===== src/rtl/multicycle_ctrl_pkg.sv =====
// multicycle_ctrl_pkg: shared opcodes, ALU codes, select codes, state encoding and control bundle
package multicycle_ctrl_pkg;
  localparam logic [5:0] OP_RTYPE = 6'b000000;
  localparam logic [5:0] OP_ADDI  = 6'b001000;
  localparam logic [5:0] OP_SLTI  = 6'b001010;
  localparam logic [5:0] OP_LW    = 6'b100011;
  localparam logic [5:0] OP_SW    = 6'b101011;
  localparam logic [5:0] OP_BEQ   = 6'b000100;
  localparam logic [2:0] ALU_ADD  = 3'b000;
  localparam logic [2:0] ALU_SUB  = 3'b001;
  localparam logic [2:0] ALU_R    = 3'b010;
  localparam logic [2:0] ALU_ADDI = 3'b110;
  localparam logic [2:0] ALU_SLTI = 3'b111;
  localparam logic [1:0] SRCB_RT      = 2'b00;
  localparam logic [1:0] SRCB_FOUR    = 2'b01;
  localparam logic [1:0] SRCB_IMM     = 2'b10;
  localparam logic [1:0] SRCB_IMM_SH2 = 2'b11;
  localparam logic [1:0] PCSRC_ALU    = 2'b00;
  localparam logic [1:0] PCSRC_ALUOUT = 2'b01;
  typedef enum logic [3:0] {
    S_IDLE     = 4'd0,
    S_FETCH    = 4'd1,
    S_DECODE   = 4'd2,
    S_MEM_ADDR = 4'd3,
    S_MEM_RD   = 4'd4,
    S_MEM_WB   = 4'd5,
    S_MEM_WR   = 4'd6,
    S_EXEC     = 4'd7,
    S_R_WB     = 4'd8,
    S_IMM_EXEC = 4'd9,
    S_IMM_WB   = 4'd10,
    S_BRANCH   = 4'd11,
    S_TRAP     = 4'd12
  } state_t;
  typedef struct packed {
    logic       pc_write;
    logic       pc_write_cond;
    logic       iord;
    logic       mem_read;
    logic       mem_write;
    logic       ir_write;
    logic       mem_to_reg;
    logic       reg_dst;
    logic       reg_write;
    logic       alu_src_a;
    logic [1:0] alu_src_b;
    logic [2:0] alu_op;
    logic [1:0] pc_source;
    logic       illegal;
  } ctrl_t;
  // Opcode dispatch out of DECODE; anything unsupported traps.
  function automatic state_t decode_next(input logic [5:0] op);
    case (op)
      OP_RTYPE:        return S_EXEC;
      OP_ADDI, OP_SLTI: return S_IMM_EXEC;
      OP_LW, OP_SW:    return S_MEM_ADDR;
      OP_BEQ:          return S_BRANCH;
      default:         return S_TRAP;
    endcase
  endfunction
endpackage


===== src/rtl/multicycle_ctrl_if.sv =====
// multicycle_ctrl_if: datapath-facing bundle between controller (master) and datapath (slave)
interface multicycle_ctrl_if #(
  parameter int CNT_W = 32,
  parameter int OP_W  = 6
);
  logic             run_i;
  logic [OP_W-1:0]  opcode_i;
  logic             mem_ready_i;
  logic             pc_write_o;
  logic             pc_write_cond_o;
  logic             iord_o;
  logic             mem_read_o;
  logic             mem_write_o;
  logic             ir_write_o;
  logic             mem_to_reg_o;
  logic             reg_dst_o;
  logic             reg_write_o;
  logic             alu_src_a_o;
  logic [1:0]       alu_src_b_o;
  logic [2:0]       alu_op_o;
  logic [1:0]       pc_source_o;
  logic             illegal_o;
  logic [3:0]       state_o;
  logic [CNT_W-1:0] retired_o;
  modport master (
    input  run_i, opcode_i, mem_ready_i,
    output pc_write_o, pc_write_cond_o, iord_o, mem_read_o, mem_write_o, ir_write_o,
           mem_to_reg_o, reg_dst_o, reg_write_o, alu_src_a_o, alu_src_b_o, alu_op_o,
           pc_source_o, illegal_o, state_o, retired_o
  );
  modport slave (
    output run_i, opcode_i, mem_ready_i,
    input  pc_write_o, pc_write_cond_o, iord_o, mem_read_o, mem_write_o, ir_write_o,
           mem_to_reg_o, reg_dst_o, reg_write_o, alu_src_a_o, alu_src_b_o, alu_op_o,
           pc_source_o, illegal_o, state_o, retired_o
  );
endinterface


===== src/rtl/multicycle_ctrl_outdec.sv =====
// multicycle_ctrl_outdec: combinational state-to-datapath-controls decoder
module multicycle_ctrl_outdec
  import multicycle_ctrl_pkg::*;
#(
  parameter int OP_W = 6
) (
  input  state_t          state_i,
  input  logic [OP_W-1:0] opcode_i,
  input  logic            mem_ready_i,
  output ctrl_t           ctrl_o
);
  // Moore decode; only the FETCH IR/PC loads wait on the memory handshake.
  always_comb begin
    ctrl_o = '0;
    case (state_i)
      S_FETCH: begin
        ctrl_o.mem_read  = 1'b1;
        ctrl_o.alu_src_b = SRCB_FOUR;
        ctrl_o.alu_op    = ALU_ADD;
        ctrl_o.pc_source = PCSRC_ALU;
        ctrl_o.ir_write  = mem_ready_i;
        ctrl_o.pc_write  = mem_ready_i;
      end
      S_DECODE: begin
        ctrl_o.alu_src_b = SRCB_IMM_SH2;
        ctrl_o.alu_op    = ALU_ADD;
      end
      S_MEM_ADDR: begin
        ctrl_o.alu_src_a = 1'b1;
        ctrl_o.alu_src_b = SRCB_IMM;
        ctrl_o.alu_op    = ALU_ADD;
      end
      S_MEM_RD: begin
        ctrl_o.mem_read = 1'b1;
        ctrl_o.iord     = 1'b1;
      end
      S_MEM_WB: begin
        ctrl_o.reg_write  = 1'b1;
        ctrl_o.mem_to_reg = 1'b1;
      end
      S_MEM_WR: begin
        ctrl_o.mem_write = 1'b1;
        ctrl_o.iord      = 1'b1;
      end
      S_EXEC: begin
        ctrl_o.alu_src_a = 1'b1;
        ctrl_o.alu_src_b = SRCB_RT;
        ctrl_o.alu_op    = ALU_R;
      end
      S_R_WB: begin
        ctrl_o.reg_write = 1'b1;
        ctrl_o.reg_dst   = 1'b1;
      end
      S_IMM_EXEC: begin
        ctrl_o.alu_src_a = 1'b1;
        ctrl_o.alu_src_b = SRCB_IMM;
        ctrl_o.alu_op    = (opcode_i == OP_SLTI) ? ALU_SLTI : ALU_ADDI;
      end
      S_IMM_WB: ctrl_o.reg_write = 1'b1;
      S_BRANCH: begin
        ctrl_o.alu_src_a     = 1'b1;
        ctrl_o.alu_src_b     = SRCB_RT;
        ctrl_o.alu_op        = ALU_SUB;
        ctrl_o.pc_write_cond = 1'b1;
        ctrl_o.pc_source     = PCSRC_ALUOUT;
      end
      S_TRAP: ctrl_o.illegal = 1'b1;
      default: ;
    endcase
  end
endmodule


===== src/rtl/multicycle_ctrl.sv =====
// multicycle_ctrl: multi-cycle MIPS control FSM with memory stall, trap and retire counter
module multicycle_ctrl
  import multicycle_ctrl_pkg::*;
#(
  parameter int CNT_W = 32,
  parameter int OP_W  = 6
) (
  input  logic               clk_i,
  input  logic               rst_i,
  multicycle_ctrl_if.master  bus
);
  state_t           state_q, state_d;
  logic [CNT_W-1:0] retired_q, retired_d;
  logic             retire;
  ctrl_t            ctrl;
  // Next state; every retiring state hands over to FETCH or IDLE depending on run.
  always_comb begin
    state_d = state_q;
    retire  = (state_q == S_MEM_WB) || (state_q == S_R_WB) || (state_q == S_IMM_WB) ||
              (state_q == S_BRANCH) || (state_q == S_MEM_WR && bus.mem_ready_i);
    case (state_q)
      S_IDLE:     state_d = bus.run_i ? S_FETCH : S_IDLE;
      S_FETCH:    state_d = bus.mem_ready_i ? S_DECODE : S_FETCH;
      S_DECODE:   state_d = decode_next(bus.opcode_i);
      S_MEM_ADDR: state_d = (bus.opcode_i == OP_SW) ? S_MEM_WR : S_MEM_RD;
      S_MEM_RD:   state_d = bus.mem_ready_i ? S_MEM_WB : S_MEM_RD;
      S_EXEC:     state_d = S_R_WB;
      S_IMM_EXEC: state_d = S_IMM_WB;
      S_MEM_WB, S_MEM_WR, S_R_WB, S_IMM_WB, S_BRANCH, S_TRAP: state_d = state_q;
      default:    state_d = S_TRAP;
    endcase
    if (retire) state_d = bus.run_i ? S_FETCH : S_IDLE;
    retired_d = retired_q + CNT_W'(retire);
  end
  // State and retire counter; reset aborts any instruction in flight.
  always_ff @(posedge clk_i or negedge rst_i) begin
    if (!rst_i) begin
      state_q   <= S_IDLE;
      retired_q <= '0;
    end else begin
      state_q   <= state_d;
      retired_q <= retired_d;
    end
  end
  multicycle_ctrl_outdec #(.OP_W(OP_W)) u_outdec (
    .state_i     (state_q),
    .opcode_i    (bus.opcode_i),
    .mem_ready_i (bus.mem_ready_i),
    .ctrl_o      (ctrl)
  );
  assign bus.pc_write_o      = ctrl.pc_write;
  assign bus.pc_write_cond_o = ctrl.pc_write_cond;
  assign bus.iord_o          = ctrl.iord;
  assign bus.mem_read_o      = ctrl.mem_read;
  assign bus.mem_write_o     = ctrl.mem_write;
  assign bus.ir_write_o      = ctrl.ir_write;
  assign bus.mem_to_reg_o    = ctrl.mem_to_reg;
  assign bus.reg_dst_o       = ctrl.reg_dst;
  assign bus.reg_write_o     = ctrl.reg_write;
  assign bus.alu_src_a_o     = ctrl.alu_src_a;
  assign bus.alu_src_b_o     = ctrl.alu_src_b;
  assign bus.alu_op_o        = ctrl.alu_op;
  assign bus.pc_source_o     = ctrl.pc_source;
  assign bus.illegal_o       = ctrl.illegal;
  assign bus.state_o         = state_q;
  assign bus.retired_o       = retired_q;
endmodule


===== src/flat_wrapper.sv =====
// flat-port wrapper written by rule: the top's interface ports become plain ports
module multicycle_ctrl_flat import multicycle_ctrl_pkg::*;
#(
  parameter int CNT_W = 32,
  parameter int OP_W  = 6
)
  (clk_i, rst_i, bus_run_i, bus_opcode_i, bus_mem_ready_i, bus_pc_write_o, bus_pc_write_cond_o, bus_iord_o, bus_mem_read_o, bus_mem_write_o, bus_ir_write_o, bus_mem_to_reg_o, bus_reg_dst_o, bus_reg_write_o, bus_alu_src_a_o, bus_alu_src_b_o, bus_alu_op_o, bus_pc_source_o, bus_illegal_o, bus_state_o, bus_retired_o);
  multicycle_ctrl_if #(.CNT_W(CNT_W), .OP_W(OP_W)) bus_i ();
  input  logic clk_i;
  input  logic rst_i;
  input wire logic [$bits(bus_i.run_i)-1:0] bus_run_i;
  input wire logic [$bits(bus_i.opcode_i)-1:0] bus_opcode_i;
  input wire logic [$bits(bus_i.mem_ready_i)-1:0] bus_mem_ready_i;
  output wire logic [$bits(bus_i.pc_write_o)-1:0] bus_pc_write_o;
  output wire logic [$bits(bus_i.pc_write_cond_o)-1:0] bus_pc_write_cond_o;
  output wire logic [$bits(bus_i.iord_o)-1:0] bus_iord_o;
  output wire logic [$bits(bus_i.mem_read_o)-1:0] bus_mem_read_o;
  output wire logic [$bits(bus_i.mem_write_o)-1:0] bus_mem_write_o;
  output wire logic [$bits(bus_i.ir_write_o)-1:0] bus_ir_write_o;
  output wire logic [$bits(bus_i.mem_to_reg_o)-1:0] bus_mem_to_reg_o;
  output wire logic [$bits(bus_i.reg_dst_o)-1:0] bus_reg_dst_o;
  output wire logic [$bits(bus_i.reg_write_o)-1:0] bus_reg_write_o;
  output wire logic [$bits(bus_i.alu_src_a_o)-1:0] bus_alu_src_a_o;
  output wire logic [$bits(bus_i.alu_src_b_o)-1:0] bus_alu_src_b_o;
  output wire logic [$bits(bus_i.alu_op_o)-1:0] bus_alu_op_o;
  output wire logic [$bits(bus_i.pc_source_o)-1:0] bus_pc_source_o;
  output wire logic [$bits(bus_i.illegal_o)-1:0] bus_illegal_o;
  output wire logic [$bits(bus_i.state_o)-1:0] bus_state_o;
  output wire logic [$bits(bus_i.retired_o)-1:0] bus_retired_o;
  assign bus_i.run_i = bus_run_i;
  assign bus_i.opcode_i = bus_opcode_i;
  assign bus_i.mem_ready_i = bus_mem_ready_i;
  assign bus_pc_write_o = bus_i.pc_write_o;
  assign bus_pc_write_cond_o = bus_i.pc_write_cond_o;
  assign bus_iord_o = bus_i.iord_o;
  assign bus_mem_read_o = bus_i.mem_read_o;
  assign bus_mem_write_o = bus_i.mem_write_o;
  assign bus_ir_write_o = bus_i.ir_write_o;
  assign bus_mem_to_reg_o = bus_i.mem_to_reg_o;
  assign bus_reg_dst_o = bus_i.reg_dst_o;
  assign bus_reg_write_o = bus_i.reg_write_o;
  assign bus_alu_src_a_o = bus_i.alu_src_a_o;
  assign bus_alu_src_b_o = bus_i.alu_src_b_o;
  assign bus_alu_op_o = bus_i.alu_op_o;
  assign bus_pc_source_o = bus_i.pc_source_o;
  assign bus_illegal_o = bus_i.illegal_o;
  assign bus_state_o = bus_i.state_o;
  assign bus_retired_o = bus_i.retired_o;
  multicycle_ctrl #(.CNT_W(CNT_W), .OP_W(OP_W)) u_core (.clk_i(clk_i), .rst_i(rst_i), .bus(bus_i));
endmodule

===== config.mk =====
export PLATFORM = sky130hd
export DESIGN_NAME = multicycle_ctrl_flat
export DESIGN_NICKNAME = d
export VERILOG_FILES = /design/src/rtl/multicycle_ctrl_pkg.sv /design/src/rtl/multicycle_ctrl_if.sv /design/src/rtl/multicycle_ctrl_outdec.sv /design/src/rtl/multicycle_ctrl.sv /design/src/flat_wrapper.sv
export SDC_FILE = /design/constraint.sdc
export NUM_CORES = 1
export LEC_CHECK = 0
export BUFFER_PORTS_ARGS = -buffer_cell sky130_fd_sc_hd__buf_2
export CORE_MARGIN = 2
export CORE_UTILIZATION = 46
export CTS_CLUSTER_DIAMETER = 50
export DETAILED_ROUTE_END_ITERATION = 12
export GPL_TIMING_DRIVEN = 0
export HOLD_SLACK_MARGIN = 0.08
export PLACE_DENSITY_LB_ADDON = 0.25
export SYNTH_ARGS = -nofsm -noshare
export SYNTH_HDL_FRONTEND = slang
export SYNTH_SLANG_ARGS = --single-unit

===== constraint.sdc =====
create_clock -name clk_i -period 2.3 [get_ports clk_i]
set_clock_uncertainty 0.05 [all_clocks]
set_input_delay 0.46 -clock clk_i [delete_from_list [all_inputs] [get_ports clk_i]]
set_output_delay 0.46 -clock clk_i [all_outputs]
set_load 0.02 [all_outputs]

After elaboration in Yosys (flattened, before gate mapping)
Index checks and enable logic that the tools add are counted.
{"block": "totals", "ff_bits": 36, "latchBits": 0, "ramBits": 0, "rom_bits": 0, "in_bits": 10, "out_inout_bits": 54, "elab_cells": 55, "mem_count": 0}
{"block": "classes", "n_addsub": 1, "n_mul": 0, "div_mod_pow": 0, "n_lt_le_gt_ge": 0, "n_eq_ne": 18, "shifts": 0, "mux": 20, "bitwise_logic": 0, "reduce_logical": 14}
{"cell": "32-bit by 1-bit adder with 32-bit output", "n": 1}
{"cell": "4-bit one-hot mux with 8 select lines", "n": 1}
{"cell": "5-bit one-hot mux with 6 select lines", "n": 1}
{"cell": "4-bit equality test (second input constant)", "n": 5}
{"cell": "4-bit by 3-bit equality test with 1-bit output (second input constant)", "n": 4}
{"cell": "4-bit one-hot mux with 4 select lines", "n": 1}
{"cell": "1-bit 2-to-1 mux", "n": 14}
{"cell": "6-bit by 4-bit equality test with 1-bit output (second input constant)", "n": 2}
{"cell": "6-bit equality test (second input constant)", "n": 2}
{"cell": "4-bit by 2-bit equality test with 1-bit output (second input constant)", "n": 2}
{"cell": "2-bit OR reduction", "n": 4}
{"cell": "6-bit by 3-bit equality test with 1-bit output (second input constant)", "n": 1}
{"cell": "6-bit logical NOT", "n": 1}
{"cell": "6-bit OR reduction", "n": 1}
{"cell": "4-bit by 1-bit equality test with 1-bit output (second input constant)", "n": 1}
{"cell": "4-bit logical NOT", "n": 1}
{"cell": "1-bit logical OR", "n": 4}
{"cell": "2-bit 2-to-1 mux", "n": 2}
{"cell": "4-bit 2-to-1 mux", "n": 1}
{"cell": "4-bit OR reduction", "n": 1}
{"cell": "3-bit OR reduction", "n": 1}
{"cell": "2-bit by 1-bit != test with 1-bit output (second input constant)", "n": 1}
{"cell": "1-bit logical AND", "n": 1}

Logic depth before layout (Yosys ltp)
Gate-level depths: netlist of run 1.
{"block": "logic_depth", "word_depth": 6, "ltp_mapped": 11, "ltp_nobuf": 10}

Hierarchy
Synthesis of run 1 repeated with hierarchy kept, for this count alone.
{"block": "unflattened", "cells_unflattened": 204, "area_unflattened_um2": 2033.2}
{"mod": "multicycle_ctrl", "n_inst": 1, "cells_each": 168, "area_per_inst_um2": 1785.5, "seq_area_each_um2": 900.9}
{"mod": "multicycle_ctrl_outdec", "n_inst": 1, "cells_each": 36, "area_per_inst_um2": 247.7, "seq_area_each_um2": 0.0}

Worst setup path before layout of run 1
OpenSTA, ideal clock, no wires.
{"block": "synth_path", "path_kind": "reg2reg", "startpoint": "reg u_core.state_q[0], in the netlist u_core.bus.state_o[0]", "endpoint": "reg u_core.retired_q[24], in the netlist u_core.bus.retired_o[24]", "setup_time_ns": 0.130, "t_arrival_ns": 2.693, "required_time_ns": 2.120, "path_slack_ns": -0.573, "path_stages_with_launch": 12, "n_path_buf": 1, "synth_period_minus_slack_ns": 2.873, "path_cell_list": "dfrtp_1 -> clkbuf_1 -> nor3b_1 -> and2_1 -> o21ai_0 -> nand2b_1 -> ha_1 -> ha_1 -> nand3_1 -> nor3_4 -> nand4_1 -> xnor2_1"}
{"block": "synth_via", "elab_chain_cells": 6, "word_cells_on_any_way": 11, "classes_between": "add/sub (1); eq/ne (5); reduce/logical (5)"}
{"element": "from (decl)", "line_no": "multicycle_ctrl.sv:12", "source": "state_t state_q, state_d;"}
{"element": "from (signal assigned)", "line_no": "multicycle_ctrl.sv:41", "source": "state_q <= state_d;"}
{"element": "4-bit by 3-bit equality test with 1-bit output / 4-bit equality test (equally long branches)", "line_no": "multicycle_ctrl.sv:19", "source": "retire = (state_q == S_MEM_WB) || (state_q == S_R_WB) || (state_q == S_IMM_WB) ||"}
{"element": "1-bit logical OR (3 in a row)", "line_no": "multicycle_ctrl.sv:19"}
{"element": "1-bit logical OR *", "line_no": "multicycle_ctrl.sv:20", "source": "(state_q == S_BRANCH) || (state_q == S_MEM_WR && bus.mem_ready_i);"}
{"element": "32-bit by 1-bit adder with 32-bit output *", "line_no": "multicycle_ctrl.sv:33", "source": "retired_d = retired_q + CNT_W'(retire);"}
{"element": "net u_core.retired_d[24]", "line_no": "multicycle_ctrl.sv:13", "source": "logic [CNT_W-1:0] retired_q, retired_d;"}
{"element": "to (signal assigned)", "line_no": "multicycle_ctrl.sv:42", "source": "retired_q <= retired_d;"}
{"element": "to (decl)", "line_no": "multicycle_ctrl.sv:13"}
Mark *: on every way through the listed nets, which the timed path passes. The rest lies on a longest branch.
A chain may end at the register's enable or synchronous reset.

Final worst setup path of run 1
{"block": "layout_path", "startpoint": "reg u_core.state_q[3], in the netlist u_core.bus.state_o[3]", "endpoint": "reg u_core.retired_q[24], in the netlist u_core.bus.retired_o[24]"}
Same word-level chain as after synthesis.

==> flow_summary_export.csv, run 1 <==
group,metric,value,unit
setup_path,worstPathMaxFanout,6,
global_route,grtUsageTotal,19.5,%
setup_path,crit_buf_inv,3,
yosys,syn_nets,213,
placed_design,port_buffers,62,
sta,slew-limit-headroom,43.0,%
power,power_leakage,1.40,nW
yosys,syn_inst,201,
finish,fin_cells,338,
min_path,hold_class,"in -> async",
placed_design,dp_hpwl,3.25,mm
route,ant_nets,0,
sta,worstMarginPinSlew,0.848,ns
route,routedWlPerCell,14.9,um
yosys,ys_ff_latch,36,
yosys,yosys_warnings,0,
setup_path,worstPathArrival,2.41,ns
cts,numCtsBuffers,5,
setup_path,critPathKind,"reg -> reg",
finish,final_cell_mix,"63 x buf_2, 33 x dfrtp_1, 25 x xnor2_1, 19 x nor2_1, 17 x buf_4",
finish,final_common_cell,"buf_2",
route,drt_iter0_drc,199,
cts,cts_max_level,2,
die,placementRows,23,
sta,fin_hold_ws,0.201,ns
route,viasPerCell,5.56,
cts,path_clk_slew,0.08,ns
finish,nets,299,
setup_path,crit_family,"simple AND/OR/NAND/NOR gates",
status,status,"completed",
sta,maxSlewViolCount,0,
power,internal-power,1.55,mW
route,drtPass1Iterations,4,
route,vias,1880,
finish,drive_gt1_share,42.7,%
sta,rsz0062_at_grt,"yes",
die,core-area,0.00409,mm^2
global_route,grt_overflow,0,
sta,fmax,440,MHz
die,die_h,69.8,um
power,clockPowerShare,21.1,%
global_route,grt_first_pass_wirelength,7.74,mm
finish,num_antenna_cells,0,
global_route,grt_max_degree,37,
placed_design,gp_congestion,0.880,
route,wl,5.05,mm
route,drc,0,
die,die_w,69.8,um
power,pwr-share-comb,45.7,%
power,powerDensity,956,mW/mm^2
setup_path,cp_slowest_cell,"dfrtp_2",
power,power_frac_seq,33.2,%
sta,min_period,2.27,ns
yosys,synth_area_leaders,"dfrtp_1 45%, xnor2_1 11%, nand3_1 4.0%",
yosys,netlist_area,0.00199,mm^2
power,ir_drop,0.000768,V
power,p_sw_share,41.2,%
yosys,yosysSeqAreaShare,45.2,%
sta,hold_viol,0,
global_route,grt_pass1_vias,1672,
yosys,ys_types,44,
cts,clock_latency,0.29,ns
cts,cts_root_buf,"clkbuf_8",
die,io_pins,64,
global_route,antenna_found_initial,0,
yosys,yosys.area.top_type,"dfrtp_1",
setup_path,worst_setup_path_start_kind,"flip-flop",
finish,nFillCells,338,
die,initial_utilization,48.8,%
cts,cts_buffer_depth,2,
setup_path,critPathCaptureType,"flip-flop",
sta,timing.final.crit_share,98.8,%
run,drv_cap,0,
power,switchingPower,1.09,mW
yosys,syn_area_per_cell,9.92,um^2
placed_design,placed_cells,313,
cts,cts_tree,"built",
cts,cts_sinks,36,
yosys,synth_edf_count,0,
yosys,synthFlopType,"dfrtp_1",
sta,setup-violations-final,0,
die,die_area,0.00488,mm^2
setup_path,crit_chain,"buf_8 -> nand2b_4 -> o22ai_4 -> nand2b_4 -> ha_4 -> ha_4 -> nand3_4 -> nor3_4 -> buf_12 -> buf_6 -> nand4_1 -> xnor2_1",
yosys,synth_top_area_share,45.2,%
yosys,synth-async-reset-ratio,100,%
finish,areaGrowthSynthToFinish,38.5,%
setup_path,slowest_delay,0.46,ns
setup_path,cp.required,2.44,ns
[cells by family (layout without fill, tap and decap cells)]
| logic type | Yosys count | after routing | synth area share, % |
|---|---|---|---|
| other | 1 | 1 | 0.188 |
| AND/OR/NAND/NOR | 90 | 90 | 27.7 |
| XOR/XNOR | 31 | 31 | 13.6 |
| flip-flops | 36 | 36 | 45.2 |
| buffers and inverters | 15 | 102 | 3.45 |
| multiplexers | 2 | 2 | 1.00 |
| adder cells (fa/ha/maj) | 2 | 2 | 1.25 |
| AO/OA/AOI/OAI | 24 | 24 | 7.65 |
[metrics by stage]
| step | setup WS (ns) | power, mW | cell area, um^2 | setup TNS, ns | utilization, % |
|---|---|---|---|---|---|
| after floorplan | -0.170 | 1.57 | 2060 | -1.77 | - |
| after global placement | -0.288 | 1.86 | 2440 | -4.27 | 59.6 |
| after detailed placement | -0.324 | 1.88 | 2440 | -4.73 | 59.6 |
| after CTS | 0.00680 | 2.45 | 2590 | 0 | 63.3 |
| after global routing | -0.0941 | 2.77 | 2760 | -0.780 | 67.6 |
| final | 0.0268 | 2.64 | 2760 | 0 | 67.6 |
[worst paths after layout]
check	start	endpoint	slack, ns	cells after the start
worst min-delay path	rst_i	u_core.bus.retired_o[13]	0.20	1
min in group clk_i	u_core.bus.retired_o[31]	u_core.bus.retired_o[31]	0.44	1
worst max-delay path	u_core.bus.state_o[3]	u_core.bus.retired_o[24]	0.03	12
worst max register to register	u_core.bus.state_o[3]	u_core.bus.retired_o[24]	0.03	12
max in group asynchronous	rst_i	u_core.bus.state_o[0]	1.44	1
worst min register to register	u_core.bus.retired_o[31]	u_core.bus.retired_o[31]	0.44	1
[synth_stat cells, types with 3 or more instances]
| cell | instances |
|---|---|
| inv_1 | 7 |
| and3_1 | 5 |
| nand2_1 | 8 |
| nor3_1 | 8 |
| xnor2_1 | 25 |
| nand4_1 | 9 |
| a21oi_1 | 7 |
| nand2b_1 | 4 |
| o21ai_0 | 4 |
| nand3_1 | 16 |
| xor2_1 | 6 |
| dfrtp_1 | 36 |
| buf_4 | 3 |
| clkbuf_1 | 4 |
| nor2_1 | 20 |
[metal layers]
metal  GRT usage (%)  routed length (um)  share of wire (%)
met5               0                   0                  0
met4            3.63                  34               0.67
met3            6.69                 351                7.0
met2            31.6                2390                 47
met1            25.6                2270                 45
[flip-flops by register name, indices dropped and copies added, names as in the netlist]
| signal | count |
|---|---|
| u_core.bus.retired_o | 32 |
| u_core.bus.state_o | 4 |
[cell type report]
cell class,count,area [um^2],area share (%)
Inverter,7,26.3,0.951
Timing Repair Buffer,80,469,17.0
Multi-Input combinational cell,150,1140,41.3
Clock inverter,2,35.0,1.27
Buffer,7,51.3,1.86
Sequential cell,36,905,32.7
Clock buffer,6,72.6,2.63
Tap cell,50,62.6,2.26
[power groups by stage]
stage / Sequential, mW / Clock, mW / Combinational (mW)
floorplan: 0.938 / 0 / 0.635
global placement: 0.858 / 0 / 1.01
detailed placement: 0.860 / 0 / 1.02
CTS: 0.853 / 0.563 / 1.04
global route: 0.891 / 0.596 / 1.28
finish: 0.877 / 0.557 / 1.21
[what timing repair did]
item / in CTS / in global routing
pin swaps: 2 / 14
resized for setup: 5 / 20
hold buffers: 0 / 0
endpoints found under the setup margin: 23 / 18
setup buffers: 2 / 16
No activity file was read; power rests on OpenSTA's default activity.
==> inputs of run 2 (changes only) <==
--- a/config.mk
+++ b/config.mk
@@ -5,13 +5,15 @@
 export SDC_FILE = /design/constraint.sdc
 export NUM_CORES = 1
 export LEC_CHECK = 0
+export ABC_AREA = 1
 export BUFFER_PORTS_ARGS = -buffer_cell sky130_fd_sc_hd__buf_2
 export CORE_MARGIN = 2
-export CORE_UTILIZATION = 46
+export CORE_UTILIZATION = 47
 export CTS_CLUSTER_DIAMETER = 50
 export DETAILED_ROUTE_END_ITERATION = 12
 export GPL_TIMING_DRIVEN = 0
 export HOLD_SLACK_MARGIN = 0.08
+export MAX_ROUTING_LAYER = met4
 export PLACE_DENSITY_LB_ADDON = 0.25
 export SYNTH_ARGS = -nofsm -noshare
 export SYNTH_HDL_FRONTEND = slang
==> constraint.sdc (replaced) <==
create_clock -name clk_i -period 2.3 [get_ports clk_i]
set_clock_uncertainty 0.05 [all_clocks]
set_input_delay 0.46 -clock clk_i [delete_from_list [all_inputs] [get_ports clk_i]]
set_output_delay 0.46 -clock clk_i [all_outputs]
set_load 0.01 [all_outputs]
==> run 2 against run 1 <==
  * Clock power hardly changed
  * Critical path depth is 1 lower
  * Global-route usage is 3.7 points higher
  * Synthesized cell count is 61% higher
  * Critical path type unchanged
==> flow_summary_export.csv, run 2 <==
group,metric,value,unit
yosys,yosys_warnings,0,
min_path,hold_class,"in -> async",
finish,largest_reg_flops,32,
die,die_w,73.2,um
sta,maxSlewViolCount,0,
die,io_pins,64,
setup_path,startpoint,"u_core.bus.state_o[1]",
global_route,grtUsageTotal,23.3,%
cts,cts_root_buf,"clkbuf_8",
power,switchingPower,1.03,mW
sta,fmax,465,MHz
cts,path_clk_slew,0.08,ns
placed_design,dp_hpwl,4.50,mm
finish,nets,412,
cts,cts_buffer_depth,2,
global_route,antenna_found_initial,0,
cts,cts_sinks,36,
yosys,synth_top_area_share,40.0,%
setup_path,worstPathArrival,2.29,ns
power,internal-power,1.49,mW
setup_path,crit_path_frequent_cell,"nand2_1",
setup_path,rrSetupSlack,0.15,ns
placed_design,gp_congestion,0.937,
sta,hold_viol,0,
cts,holdBufCountCts,0,
yosys,synth_edf_count,0,
cts,clock_latency,0.29,ns
setup_path,crit_family,"simple AND/OR/NAND/NOR gates",
power,powerDensity,872,mW/mm^2
sta,worstMarginPinSlew,0.812,ns
route,wl,5.86,mm
finish,nFillCells,416,
power,power_frac_seq,35.2,%
yosys,synth-async-reset-ratio,100,%
setup_path,r2r_start,"u_core.bus.state_o[1]",
yosys,ys_ff_latch,36,
die,die_area,0.00536,mm^2
power,clockPowerShare,22.1,%
cts,cts_max_level,2,
yosys,ys_types,27,
yosys,synthTopCellsByCount,"114 x nand2_1, 54 x nor2_1, 36 x dfrtp_1",
global_route,grt_overflow,0,
sta,timing.final.crit_share,93.6,%
power,p_sw_share,41.0,%
setup_path,cp_slowest_cell,"dfrtp_2",
yosys,syn_nets,336,
route,drc,0,
yosys,syn_area_per_cell,6.95,um^2
setup_path,worst_setup_path_start_kind,"flip-flop",
route,routedWlPerCell,12.9,um
run,drv_cap,0,
yosys,yosys.area.top_type,"dfrtp_1",
yosys,yosysMostFrequentCell,"nand2_1",
finish,areaGrowthSynthToFinish,28.6,%
global_route,grt_max_degree,37,
route,vias,2322,
yosys,netlist_area,0.00225,mm^2
power,ir_drop,0.000497,V
global_route,grt_first_pass_wirelength,9.37,mm
sta,setup-violations-final,0,
power,total_power,2.52,mW
die,placementRows,25,
die,die_h,73.2,um
route,ant_nets,0,
sta,rsz0062_at_grt,"no",
setup_path,rr_worst_depth,11,
die,core-area,0.00466,mm^2
setup_path,slowest_delay,0.45,ns
finish,final_cell_mix,"108 x nand2_1, 62 x buf_2, 51 x nor2_1, 32 x dfrtp_1, 28 x inv_1",
route,drtPass1Iterations,5,
placed_design,port_buffers,62,
placed_design,placed_cells,440,
status,status,"completed",
route,viasPerCell,5.10,
yosys,syn_inst,324,
sta,setup_slack,0.148,ns
setup_path,r2r-end,"u_core.bus.retired_o[30]",
finish,final_common_cell,"nand2_1",
sta,slew-limit-headroom,45.9,%
power,power_leakage,1.53,nW
power,pwr-share-comb,42.7,%
cts,cts_tree,"built",
die,initial_utilization,48.3,%
finish,drive_gt1_share,26.9,%
cts,numCtsBuffers,5,
finish,num_antenna_cells,0,
finish,fin_cells,455,
yosys,synthFlopType,"dfrtp_1",
yosys,synth_area_leaders,"dfrtp_1 40%, nand2_1 19%, nor2_1 9.0%",
setup_path,cp.required,2.43,ns
route,drt_iter0_drc,138,
setup_path,crit_chain,"nand2_1 -> nor2_4 -> nor2_4 -> nand2_4 -> ha_4 -> ha_4 -> nand3_4 -> nor3_2 -> nand2_1 -> nand2_1 -> nand2_1",
placed_design,post-place-ws,-0.211,ns
sta,min_period,2.15,ns
yosys,yosysSeqAreaShare,40.0,%
setup_path,critPathKind,"reg -> reg",
global_route,grt_pass1_vias,2083,
setup_path,critPathCaptureType,"flip-flop",
setup_path,worstPathMaxFanout,6,
setup_path,crit_buf_inv,0,
## run 2: worst max-delay path by stage
stage | end | slack [ns] | depth (start not counted)
after global placement | u_core.bus.retired_o[18] | -0.18 | 14
after detailed placement | u_core.bus.retired_o[18] | -0.21 | 14
after global routing | u_core.bus.retired_o[18] | 0.01 | 14
final | u_core.bus.retired_o[30] | 0.15 | 11
after CTS | u_core.bus.retired_o[18] | 0.007 | 14
after floorplan | u_core.bus.retired_o[18] | 0.02 | 14
## run 2: cells by family after synthesis
family | after synthesis | synth area share, %
adders and majority gates | 2 | 1.11
DFF | 36 | 40.0
xor gates and xnor gates | 16 | 6.23
other | 1 | 0.167
and+or+nand+nor | 221 | 43.0
AOI/OAI and AO/OA | 14 | 3.28
buffers and inverters | 34 | 6.17
## run 2: power groups by stage
stage	combinational (mW)	sequential (mW)	clock (mW)
after floorplan	0.531	0.902	0
after global placement	0.880	0.873	0
after detailed placement	0.890	0.874	0
after CTS	0.925	0.876	0.571
after global routing	1.21	0.900	0.597
final	1.08	0.887	0.558
## run 2: per-stage QoR
stage / instance area (um^2) / util [%] / hold WS (ns) / TNS [ns]
finish: 2890 / 62.1 / 0.205 / 0
global route: 2890 / 62.1 / 0.282 / 0
CTS: 2790 / 59.9 / 0.233 / 0
detailed placement: 2650 / 56.9 / 0.445 / -1.36
global placement: 2650 / 56.9 / 0.424 / -1.19
floorplan: 2270 / - / 0.114 / 0
## run 2: area by class of cell
cell class	count	area, um^2	share of cell area (%)
Clock inverter	3	42.5	1.47
Inverter	31	119	4.11
Buffer	3	22.5	0.778
Multi-Input combinational cell	254	1310	45.1
Clock buffer	5	68.8	2.38
Sequential cell	36	906	31.3
Tap cell	54	67.6	2.33
Timing Repair Buffer	69	363	12.5
## run 2: routing by layer
layer,up-vias,wire (um),track usage (%)
met3,9,283,4.28
met1,1074,2660,30.1
met2,68,2850,37.2
met5,-,0,-
li1,1171,-,-
met4,0,68,6.58
## run 2: what timing repair did
item                                    4_1_cts  5_1_grt
pin swaps                                     1        5
endpoints found under the setup margin       14       12
buffers inserted                              1        6
resized for setup                             7       18
